File: config.mk
export PLATFORM = sky130hd
export DESIGN_NAME = ldpc_encoder
export DESIGN_NICKNAME = d
export VERILOG_FILES = /design/src/rtl/ldpc_enc_pkg.sv /design/src/rtl/ldpc_enc_parity_acc.sv /design/src/rtl/ldpc_encoder.sv
export SDC_FILE = /design/constraint.sdc
export NUM_CORES = 1
export LEC_CHECK = 0
export CAP_MARGIN = 30
export CORE_MARGIN = 2
export CORE_UTILIZATION = 66
export DETAILED_ROUTE_END_ITERATION = 10
export PLACE_DENSITY = 0.85
export SLEW_MARGIN = 10
export SYNTH_ARGS = -nofsm -noshare
export SYNTH_HDL_FRONTEND = slang
export SYNTH_SLANG_ARGS = --single-unit
File: constraint.sdc
create_clock -name clk_clk -period 7.1 [get_ports clk_clk]
set_clock_uncertainty 0.2 [all_clocks]
set_input_delay 0.71 -clock clk_clk [delete_from_list [all_inputs] [get_ports clk_clk]]
set_output_delay 0.71 -clock clk_clk [all_outputs]
set_load 0.02 [all_outputs]
File: src/rtl/ldpc_enc_pkg.sv
// Shared constants, state encoding and address helper for the IRA-style
// LDPC encoder.
//
// Code geometry (K info bits, M parity bits, DW bits per beat) and the
// interleaver constants (Q, R, DV) live here. Each info bit i toggles the
// accumulator bits addr(i, j) for j = 0..DV-1.
package ldpc_enc_pkg;

  localparam int DW = 2;    // bits per beat on both interfaces
  localparam int K  = 64;   // info bits per codeword
  localparam int M  = 32;   // parity bits per codeword (power of 2)
  localparam int Q  = 5;    // info-bit address stride
  localparam int R  = 11;   // column-offset step
  localparam int DV = 3;    // column weight

  localparam int N          = K + M;
  localparam int INFO_BEATS = K / DW;
  localparam int PAR_BEATS  = M / DW;
  localparam int CW_BEATS   = N / DW;

  localparam int CNT_W  = $clog2(INFO_BEATS > PAR_BEATS ? INFO_BEATS : PAR_BEATS);
  localparam int IDX_W  = $clog2(K);
  localparam int PIDX_W = $clog2(M);

  typedef enum logic [1:0] {
    IDLE,
    INFO,
    PARITY
  } state_t;

  // Accumulator bit touched by connection j of info bit i.
  function automatic logic [PIDX_W-1:0] addr(input int i, input int j);
    return PIDX_W'((i * Q + j * R) % M);
  endfunction

endpackage

File: src/rtl/ldpc_enc_parity_acc.sv
// Parity accumulator for the LDPC encoder.
//
// Holds the M-bit accumulator acc and the running parity bit r.
//   clear      : start a new codeword (acc replaced by this beat's toggles)
//   update     : apply the toggles of info_data at info index info_base
//   par_start  : reset the running parity r before the first parity beat
//   emit       : advance r past the parity bits presented on par_bits
//   par_base   : parity index of par_bits[0]
//   par_bits   : p[par_base + l] = prefix XOR of acc up to that index
module ldpc_enc_parity_acc
  import ldpc_enc_pkg::*;
(
  input  logic              clk,
  input  logic              rst,
  input  logic              clear,
  input  logic              update,
  input  logic [IDX_W-1:0]  info_base,
  input  logic [DW-1:0]     info_data,
  input  logic              par_start,
  input  logic              emit,
  input  logic [PIDX_W-1:0] par_base,
  output logic [DW-1:0]     par_bits
);

  logic [M-1:0] acc;
  logic [M-1:0] toggle;
  logic         r;
  logic         r_chain;

  // All toggles of one beat fold into a single mask; two hits on the same
  // address cancel, which is exactly the GF(2) sum.
  // NOTE: every always_comb output gets a default first so no path leaves it
  // unassigned (which would infer a latch).
  always_comb begin
    toggle = '0;
    for (int l = 0; l < DW; l++) begin
      for (int j = 0; j < DV; j++) begin
        if (update && info_data[l]) begin
          toggle[addr(int'(info_base) + l, j)] = ~toggle[addr(int'(info_base) + l, j)];
        end
      end
    end
  end

  // Accumulator chain: each parity bit is the previous one XOR acc[n], lanes
  // processed in increasing index order within the beat.
  // NOTE: blocking assignments here are intentional; r_chain is a
  // combinational ripple through the lanes, not state.
  always_comb begin
    r_chain  = r;
    par_bits = '0;
    for (int l = 0; l < DW; l++) begin
      r_chain     = r_chain ^ acc[par_base + PIDX_W'(l)];
      par_bits[l] = r_chain;
    end
  end

  // NOTE: acc is a plain flop vector, not a RAM, so it takes the async reset
  // like every other state bit.
  always_ff @(posedge clk or posedge rst) begin
    if (rst) begin
      acc <= '0;
      r   <= 1'b0;
    end else begin
      if (clear) acc <= toggle;
      else       acc <= acc ^ toggle;
      if (par_start) r <= 1'b0;
      else if (emit) r <= r_chain;
    end
  end

endmodule

File: src/rtl/ldpc_encoder.sv
// Systematic IRA-style LDPC encoder (top level).
//
// Takes K info bits as one Avalon-ST packet of DW-bit beats and emits the
// N = K + M bit codeword (info bits unchanged, then M parity bits) as one
// Avalon-ST packet. Framing is count-based; a single output register sits on
// the source side.
//
// Ports:
//   clk_clk, reset_reset            clock, asynchronous active-high reset
//   in_*  (sop, eop, valid, ready, data)   info sink
//   out_* (sop, eop, valid, ready, data)   codeword source
//   err_framing                     framing error pulse (optional)
//
// Optional feature, macro LDPC_ENCODER_FRAMING_CHECK_EN: adds err_framing,
// which pulses on a missing/early in_eop or an in_sop inside INFO; an in_sop
// inside INFO also restarts the codeword.
module ldpc_encoder
  import ldpc_enc_pkg::*;
(
  input  logic          clk_clk,
  input  logic          reset_reset,
  input  logic          in_startofpacket,
  input  logic          in_endofpacket,
  input  logic          in_valid,
  output logic          in_ready,
  input  logic [DW-1:0] in_data,
  output logic          out_startofpacket,
  output logic          out_endofpacket,
  output logic          out_valid,
  input  logic          out_ready,
  output logic [DW-1:0] out_data
`ifdef LDPC_ENCODER_FRAMING_CHECK_EN
  ,
  output logic          err_framing
`endif
);

  state_t             state, state_nxt;
  logic [CNT_W-1:0]   cnt, cnt_nxt;
  logic               adv, accept, last_info, last_par;
  logic               valid_nxt, sop_nxt, eop_nxt;
  logic [DW-1:0]      data_nxt;
  logic               acc_clear, acc_update, par_start, emit;
  logic [IDX_W-1:0]   info_base;
  logic [PIDX_W-1:0]  par_base;
  logic [DW-1:0]      par_bits;
  logic               err_nxt;

  assign adv       = !out_valid || out_ready;
  assign in_ready  = (state != PARITY) && adv;
  assign accept    = in_valid && in_ready;
  assign last_info = (cnt == CNT_W'(INFO_BEATS - 1));
  assign last_par  = (cnt == CNT_W'(PAR_BEATS - 1));
  assign par_base  = PIDX_W'(int'(cnt) * DW);

  always_comb begin
    state_nxt  = state;
    cnt_nxt    = cnt;
    valid_nxt  = out_valid;
    sop_nxt    = out_startofpacket;
    eop_nxt    = out_endofpacket;
    data_nxt   = out_data;
    acc_clear  = 1'b0;
    acc_update = 1'b0;
    par_start  = 1'b0;
    emit       = 1'b0;
    info_base  = IDX_W'(int'(cnt) * DW);
    err_nxt    = 1'b0;

    // The output slot drains on adv unless a new beat refills it below.
    if (adv) begin
      valid_nxt = 1'b0;
      sop_nxt   = 1'b0;
      eop_nxt   = 1'b0;
    end

    unique case (state)
      IDLE: begin
        // Beats without sop are accepted and dropped.
        if (accept && in_startofpacket) begin
          acc_clear  = 1'b1;
          acc_update = 1'b1;
          info_base  = '0;
          valid_nxt  = 1'b1;
          sop_nxt    = 1'b1;
          data_nxt   = in_data;
          state_nxt  = INFO;
          cnt_nxt    = CNT_W'(1);
`ifdef LDPC_ENCODER_FRAMING_CHECK_EN
          err_nxt    = in_endofpacket;
`endif
        end
      end
      INFO: begin
        if (accept) begin
          acc_update = 1'b1;
          valid_nxt  = 1'b1;
          data_nxt   = in_data;
          if (last_info) begin
            state_nxt = PARITY;
            cnt_nxt   = '0;
            par_start = 1'b1;
          end else begin
            cnt_nxt = cnt + CNT_W'(1);
          end
`ifdef LDPC_ENCODER_FRAMING_CHECK_EN
          if (in_startofpacket) begin
            // Restart: the partial codeword already sent is left without eop.
            acc_clear = 1'b1;
            info_base = '0;
            sop_nxt   = 1'b1;
            state_nxt = INFO;
            cnt_nxt   = CNT_W'(1);
            par_start = 1'b0;
            err_nxt   = 1'b1;
          end else begin
            err_nxt = (in_endofpacket != last_info);
          end
`endif
        end
      end
      PARITY: begin
        if (adv) begin
          emit      = 1'b1;
          valid_nxt = 1'b1;
          data_nxt  = par_bits;
          eop_nxt   = last_par;
          if (last_par) begin
            state_nxt = IDLE;
            cnt_nxt   = '0;
          end else begin
            cnt_nxt = cnt + CNT_W'(1);
          end
        end
      end
      default: state_nxt = IDLE;
    endcase
  end

  always_ff @(posedge clk_clk or posedge reset_reset) begin
    if (reset_reset) begin
      state             <= IDLE;
      cnt               <= '0;
      out_valid         <= 1'b0;
      out_startofpacket <= 1'b0;
      out_endofpacket   <= 1'b0;
      out_data          <= '0;
    end else begin
      state             <= state_nxt;
      cnt               <= cnt_nxt;
      out_valid         <= valid_nxt;
      out_startofpacket <= sop_nxt;
      out_endofpacket   <= eop_nxt;
      out_data          <= data_nxt;
    end
  end

`ifdef LDPC_ENCODER_FRAMING_CHECK_EN
  always_ff @(posedge clk_clk or posedge reset_reset) begin
    if (reset_reset) err_framing <= 1'b0;
    else             err_framing <= err_nxt;
  end
`else
  // Framing is purely count-based in this build; in_eop and the error term
  // have no consumer.
  logic unused_framing;
  assign unused_framing = in_endofpacket ^ err_nxt;
`endif

  ldpc_enc_parity_acc u_acc (
    .clk       (clk_clk),
    .rst       (reset_reset),
    .clear     (acc_clear),
    .update    (acc_update),
    .info_base (info_base),
    .info_data (in_data),
    .par_start (par_start),
    .emit      (emit),
    .par_base  (par_base),
    .par_bits  (par_bits)
  );

endmodule

======== After elaboration in Yosys (flattened, before gate mapping) ========
Memory sizes are Yosys's and may differ from the RTL's.
Index checks and enable logic that the tools add are counted.
W data, S select, Z words.
storage, ports and cells
  input bits .............................. 8
  logic and storage cells ................. 149
  RAM bits ................................ 0
  bits in latches ......................... 0
  bits in read-only memories .............. 32
  memories kept ........................... 1
  register bits ........................... 45
memory list
  memory            depth  width  read ports  clocked after memory_dff  wr ports  line                       text
  (name not given)  32     1      1           0                         0         ldpc_enc_parity_acc.sv:39  toggle[addr(int'(info_base) + l, j)] = ~toggle[addr(int'(info_base) + l, j)];
operators by class
  bitwise logic cells ..................... 10
  $mul .................................... 2
  magnitude comparators ................... 14
  equality and inequality tests ........... 10
  divide/modulo/power cells ............... 0
  multiplexer cells ....................... 79
  shift operators ......................... 0
  add/subtract/negate cells ............... 7
  reduce and logical (&&, ||, !) cells .... 18
operators by type and width
  operator                count
  $mux W32                7
  $bwmux W32              5
  $lt A5 B6 Y1 const B    8
  $mux W1                 34
  $and A32 B32 Y32        1
  $mul A32 B4 Y5 const B  1
  $xor A32 B32 Y32        1
  $bmux W1 S5             6
  $demux W1 S5            6
  $ge A5 B1 Y1 const B    6
  $mux W5                 5
  $mux W2                 8
  $add A5 B5 Y5 const B   3
  $pmux W5 S3             1
  $mux W6                 2
  $ne A2 B2 Y1 const B    6
  $pmux W2 S3             2
  $logic_and A1 B1 Y1     11
  $add A5 B1 Y5 const B   2
  $add A6 B1 Y7 const B   1
  $mul A6 B3 Y5 const B   1
  $not A1 Y1              6
  $add A5 B4 Y5 const B   1
  $eq A5 B4 Y1 const B    1
  other kinds (14)        15

======== Logic depth before layout (Yosys ltp) ========
  depth after elaboration ................. 41
  gate-level depth with buffers ........... 19
  depth with buffers taken out ............ 15

======== Cells and area by module ========
A second synthesis with hierarchy kept.
second synthesis, totals
  cell total of the unflattened synthesis .. 1,386
  area, all modules ....................... 10,027.1 µm²
by module, submodules not included
  module               cells each  instances  area an instance (µm²)  seq. area each (µm²)
  ldpc_enc_parity_acc  1,293       1          9,192.6                 825.8
  ldpc_encoder         93          1          834.6                   300.3

======== Worst setup path before layout ========
No wires, ideal clock.
  kind .................................... input to register
  start ................................... input out_ready
  end ..................................... register u_acc.acc[19]
  path slack .............................. 2.682 ns
  path buffers ............................ 4
  data arrival time ....................... 4.096 ns
  cell stages on the path ................. 17
  library setup time ...................... 0.122 ns
  path through ............................ nand2b_1 > buf_2 > nand3_2 > buf_2 > clkbuf_1 > clkbuf_1 > and2_1 > ha_1 > inv_1 > ha_1 > nand2_1 > xnor2_1 > nor3_1 > a31o_2 > o211a_1 > a31o_2 > xor2_1
on the way
  word-level cells in the longest chain between the ends .. 40
  elaborated cells on any way between the ends .. 81
  those cells by class .................... add/sub (5); mul (2); order compare (12); mux (41); bitwise (8); reduce/logical (12); memory (1)
RTL lines
  item                                                                line                       text
  start, declared                                                     ldpc_encoder.sv:30         input logic out_ready,
  $logic_or A1 B1 Y1 *                                                ldpc_encoder.sv:49         assign adv = !out_valid || out_ready;
  $logic_and A1 B1 Y1 *                                               ldpc_encoder.sv:50         assign in_ready = (state != PARITY) && adv;
  $logic_and A1 B1 Y1 *                                               ldpc_encoder.sv:51         assign accept = in_valid && in_ready;
  $logic_and A1 B1 Y1                                                 ldpc_encoder.sv:80         if (accept && in_startofpacket) begin
  $mux W6                                                             ldpc_encoder.sv:80
  $mux W6                                                             ldpc_encoder.sv:77         unique case (state)
  $mul A6 B3 Y5                                                       ldpc_enc_pkg.sv:33         return PIDX_W'((i * Q + j * R) % M);
  $lt A5 B6 Y1 (implied by the code) or $ge A5 B1 Y1 (tied branches)  ldpc_enc_parity_acc.sv:39
  (+24 left out)                                                      n/a
  $mux W32                                                            ldpc_enc_parity_acc.sv:38  if (update && info_data[l]) begin
  $bmux W1 S5                                                         ldpc_enc_parity_acc.sv:39
  $mux W1 (implied by the code)                                       ldpc_enc_parity_acc.sv:39
  $not A1 Y1                                                          ldpc_enc_parity_acc.sv:39
  $bwmux W32                                                          ldpc_enc_parity_acc.sv:39
  $mux W32                                                            ldpc_enc_parity_acc.sv:38
  $xor A32 B32 Y32                                                    ldpc_enc_parity_acc.sv:66  else acc <= acc ^ toggle;
  $mux W32 *                                                          ldpc_enc_parity_acc.sv:65  if (clear) acc <= toggle;
  end signal, assigned                                                ldpc_enc_parity_acc.sv:65
  end signal, assigned                                                ldpc_enc_parity_acc.sv:66
  end, declared                                                       ldpc_enc_parity_acc.sv:25  logic [M-1:0] acc;
Every way passes the cells marked *; elsewhere a longest branch is shown, timed or not. The select of a mux whose other input is x is not followed.
A chain may end at the register's enable or synchronous reset.

======== Final worst setup path ========
  start ................................... register state[0]
  end ..................................... register u_acc.acc[9]
on the way
  word-level cells in the longest chain between the ends .. 40
  elaborated cells on any way between the ends .. 83
  those cells by class .................... add/sub (5); mul (2); order compare (12); eq/ne (2); mux (41); bitwise (8); reduce/logical (12); memory (1)
RTL lines
  item                                                                line                       text
  start, declared                                                     ldpc_encoder.sv:38         state_t state, state_nxt;
  start signal, assigned                                              ldpc_encoder.sv:149        state <= state_nxt;
  $ne A2 B2 Y1                                                        ldpc_encoder.sv:50
  $logic_and A1 B1 Y1                                                 ldpc_encoder.sv:50
  $logic_and A1 B1 Y1                                                 ldpc_encoder.sv:51
  $logic_and A1 B1 Y1                                                 ldpc_encoder.sv:80
  $mux W6                                                             ldpc_encoder.sv:80
  $mux W6                                                             ldpc_encoder.sv:77
  $mul A6 B3 Y5                                                       ldpc_enc_pkg.sv:33
  $lt A5 B6 Y1 (implied by the code) or $ge A5 B1 Y1 (tied branches)  ldpc_enc_parity_acc.sv:39
  (+24 left out)                                                      n/a
  $mux W32                                                            ldpc_enc_parity_acc.sv:38
  $bmux W1 S5                                                         ldpc_enc_parity_acc.sv:39
  $mux W1 (implied by the code)                                       ldpc_enc_parity_acc.sv:39
  $not A1 Y1                                                          ldpc_enc_parity_acc.sv:39
  $bwmux W32                                                          ldpc_enc_parity_acc.sv:39
  $mux W32                                                            ldpc_enc_parity_acc.sv:38
  $xor A32 B32 Y32                                                    ldpc_enc_parity_acc.sv:66
  $mux W32 *                                                          ldpc_enc_parity_acc.sv:65
Marked as above.

==> metrics <==
status completed; CP required 7.09 ns; Max clock buf depth 2; layout cells sized above 1 about a tenth; CTS tree done; ys flop type dfrtp_1; synthesized flop and latch total 45; Post-synth EDFFs 0; RSZ-0062 raised after global routing false; die height 84.07 um; clock transition at the registers of the reported paths 0.09 ns; core region area 6277 um^2; biggest cell delay along the critical path approximately 0.74 ns; DRT antenna net count 0; Synth area leaders dfrtp_1 (27%), nand2_1 (6.0%), ha_1 (5.3%); Synth top area share 26.61%; critical path fanouts, max 18; CP dominant cell by count ha_1; PnR Total Power approximately 1.8 mW; drt drc 0; via count of the routed design 4133; Post-CTS Hold Buffers 0; routed wire length 11870 um; HP Class reg2reg; crit path max-delay cell type ha_1; Data arrival, critical path 5.23 ns; diodes inserted 0; commonest non-fill, non-tap cells in the layout nand2_1 (68), dfrtp_1 (45), o21ai_0 (32); Detailed Place HPWL 8515 um; cell taking the most area after synthesis dfrtp_1; first-pass GRT wire length 19490 um; final setup fails 0; Die ar. 7068 um^2; total power divided by cell area approximately 400 nW/um^2; wire per inst 20.68 um; Hold Fails Final Rpt 0; vias in the first global route 3798; count of input and output buffers 12; crit path kind reg2reg; Max H-tree Level 2; Area growth syn-to-layout 6.535%; area of the mapped netlist roughly 4200 um^2; crit start category flop; Period minus WS final between 5 and 6 ns; First DRT Iteration DRCs 387; syn_nets 523; I/O pins 14; crit end category flop; crit share post-route 73.90%; post-synthesis cell count between 400 and 500; Worst slew margin 45.95%; worst-skew pair later-pin latency ~0.30 ns; Async S/R FF share, synth 100.0%; buffers plus inverters on the worst setup path 2; Cell Chain, Critical Path inv_1 > ha_1 > nand2b_1 > o31a_1 > ha_1 > inv_1 > ha_1 > xor2_1 > nand2_1 > mux2i_1 > o21a_1 > a32oi_1 > xnor2_1; final-report max-slew violation count 0; Pre-antenna DRT Iters 5; leakage power 1.865 nW; most common cell after layout, fill and taps aside nand2_1; fillcell total 493; GRT overflow 0; cell family with most CP delay adder cells; initial antenna violation count 0; Met1 Routed Length 4969 um; sequential fraction of the synthesis area 26.61%; Max Used Layer met4; VDD IR-drop max 0.0003634 V; final setup TNS 0 ns; CTS Buf Count 5; GR Util All Layers 34.25%; worst slew pin tran 0.8034 ns; Max-cap violations 0; root buffer cell clkbuf_8; gp weighted congestion approximately 0.96; Rows 29; Routed met3 length 981 um; largest net degree at the start of global routing 60; clock sink count 45; Max Fclk ~0.19 GHz; Avg Cell Area, Syn around 8.5 um^2; Met2 Routed Length 5559 um; starting density of the core about 67%; die width 84.07 um; Ys Warns 0; Via-to-Cell Ratio about 7.2; Net count, final around 520; count of distinct cell types in the synthesized netlist 67; cts repair resizes 0; Post-CTS Setup Bufs 0
-- where the power goes --
part	internal, mW	total, mW	switching, mW
clock	0.0771	0.167	0.0903
sequential	0.343	0.425	0.0813
combinational	0.458	1.20	0.741
-- path summary, 6_finish.rpt --
path                                         startpoint                       to  slack [ns]  cells past startpoint
worst min-delay path            u_acc.acc[30]$_DFF_PP0_  u_acc.acc[30]$_DFF_PP0_        0.28                      1
worst min register to register  u_acc.acc[30]$_DFF_PP0_  u_acc.acc[30]$_DFF_PP0_        0.28                      1
max in group asynchronous                   reset_reset     state[1]$_DFFE_PP0P_        5.61                      3
min in group asynchronous                   reset_reset  u_acc.acc[22]$_DFF_PP0_        0.57                      2
worst max register to register     state[0]$_DFFE_PP0P_   u_acc.acc[9]$_DFF_PP0_        1.85                     13
worst max-delay path               state[0]$_DFFE_PP0P_   u_acc.acc[9]$_DFF_PP0_        1.85                     13
-- cell families (layout without fill, tap and decap cells) --
| group | after synthesis | after routing | synth area share [%] |
|---|---|---|---|
| AND/OR/NAND/NOR | 174 | 174 | 19.96 |
| buffers and inverters | 41 | 41 | 3.962 |
| AO/OA/AOI/OAI | 159 | 159 | 27.50 |
| multiplexers | 28 | 28 | 9.314 |
| flip-flops | 45 | 45 | 26.61 |
| adder cells (fa/ha/maj) | 18 | 18 | 5.322 |
| XOR/XNOR | 32 | 32 | 7.333 |
-- through the flow --
step / worst slack, ns / cell area [um^2] / instances / hold slack [ns] / utilization (%)
2_1_floorplan: 2.682 / 4232 / 497 / 0.2405 / -
3_3_place_gp: 1.900 / 4370 / 564 / 0.2592 / 69.62
3_5_place_dp: 1.793 / 4375 / 565 / 0.2731 / 69.70
4_1_cts: 1.991 / 4466 / 572 / 0.2843 / 71.14
5_1_grt: 1.651 / 4508 / 574 / 0.3022 / 71.82
6_report: 1.853 / 4508 / 574 / 0.2840 / 71.82
-- cell usage after synthesis (5+ instances only) --
cell and count:
a21o_1 7, a21oi_1 18, a22oi_1 6, a2bb2oi_1 5, a31oi_1 17, a32oi_1 11, and3_1 8, buf_2 8
clkbuf_1 16, dfrtp_1 45, ha_1 18, inv_1 13, mux2_2 7, mux2i_1 12, mux4_2 8, nand2_1 68
nand2b_1 9, nand3_1 16, nor2_1 23, nor2b_1 7, nor3_1 17, o21ai_0 32, o22a_1 6, o22ai_1 11
or3_1 5, xnor2_1 17, xor2_1 11
-- per-layer routing --
metal,vias to the layer above,GRT usage (%)
met3,29,4.451
met2,228,54.04
li1,1864,-
met5,-,0
met1,2012,48.60
met4,0,11.73
-- worst reg2reg max path, cell delays in order, from the launching register on --
cell and delay, ns:
dfrtp_1 0.41, inv_1 0.10, ha_1 0.37, nand2b_1 0.35
o31a_1 0.47, ha_1 0.74, inv_1 0.24, ha_1 0.68
xor2_1 0.39, nand2_1 0.15, mux2i_1 0.49, o21a_1 0.28
a32oi_1 0.11, xnor2_1 0.16
-- cell type report --
| class | instances | area, um^2 | area share [%] |
|---|---|---|---|
| repair buffers | 20 | 205.2 | 4.552 |
| clock buffers | 6 | 82.58 | 1.832 |
| flip-flops and latches | 45 | 1126 | 24.98 |
| well taps | 77 | 96.34 | 2.137 |
| inverters | 14 | 52.55 | 1.166 |
| clock inverters | 1 | 7.507 | 0.1665 |
| multi-input cells | 411 | 2938 | 65.17 |
-- state kept, by name, summed over array words and instances (netlist names), named ones only --
register,count
out_valid,1
state,2
u_acc.r,1
out_startofpacket,1
cnt,5
u_acc.acc,32
out_data,2
No activity file was read; power rests on OpenSTA's default activity.
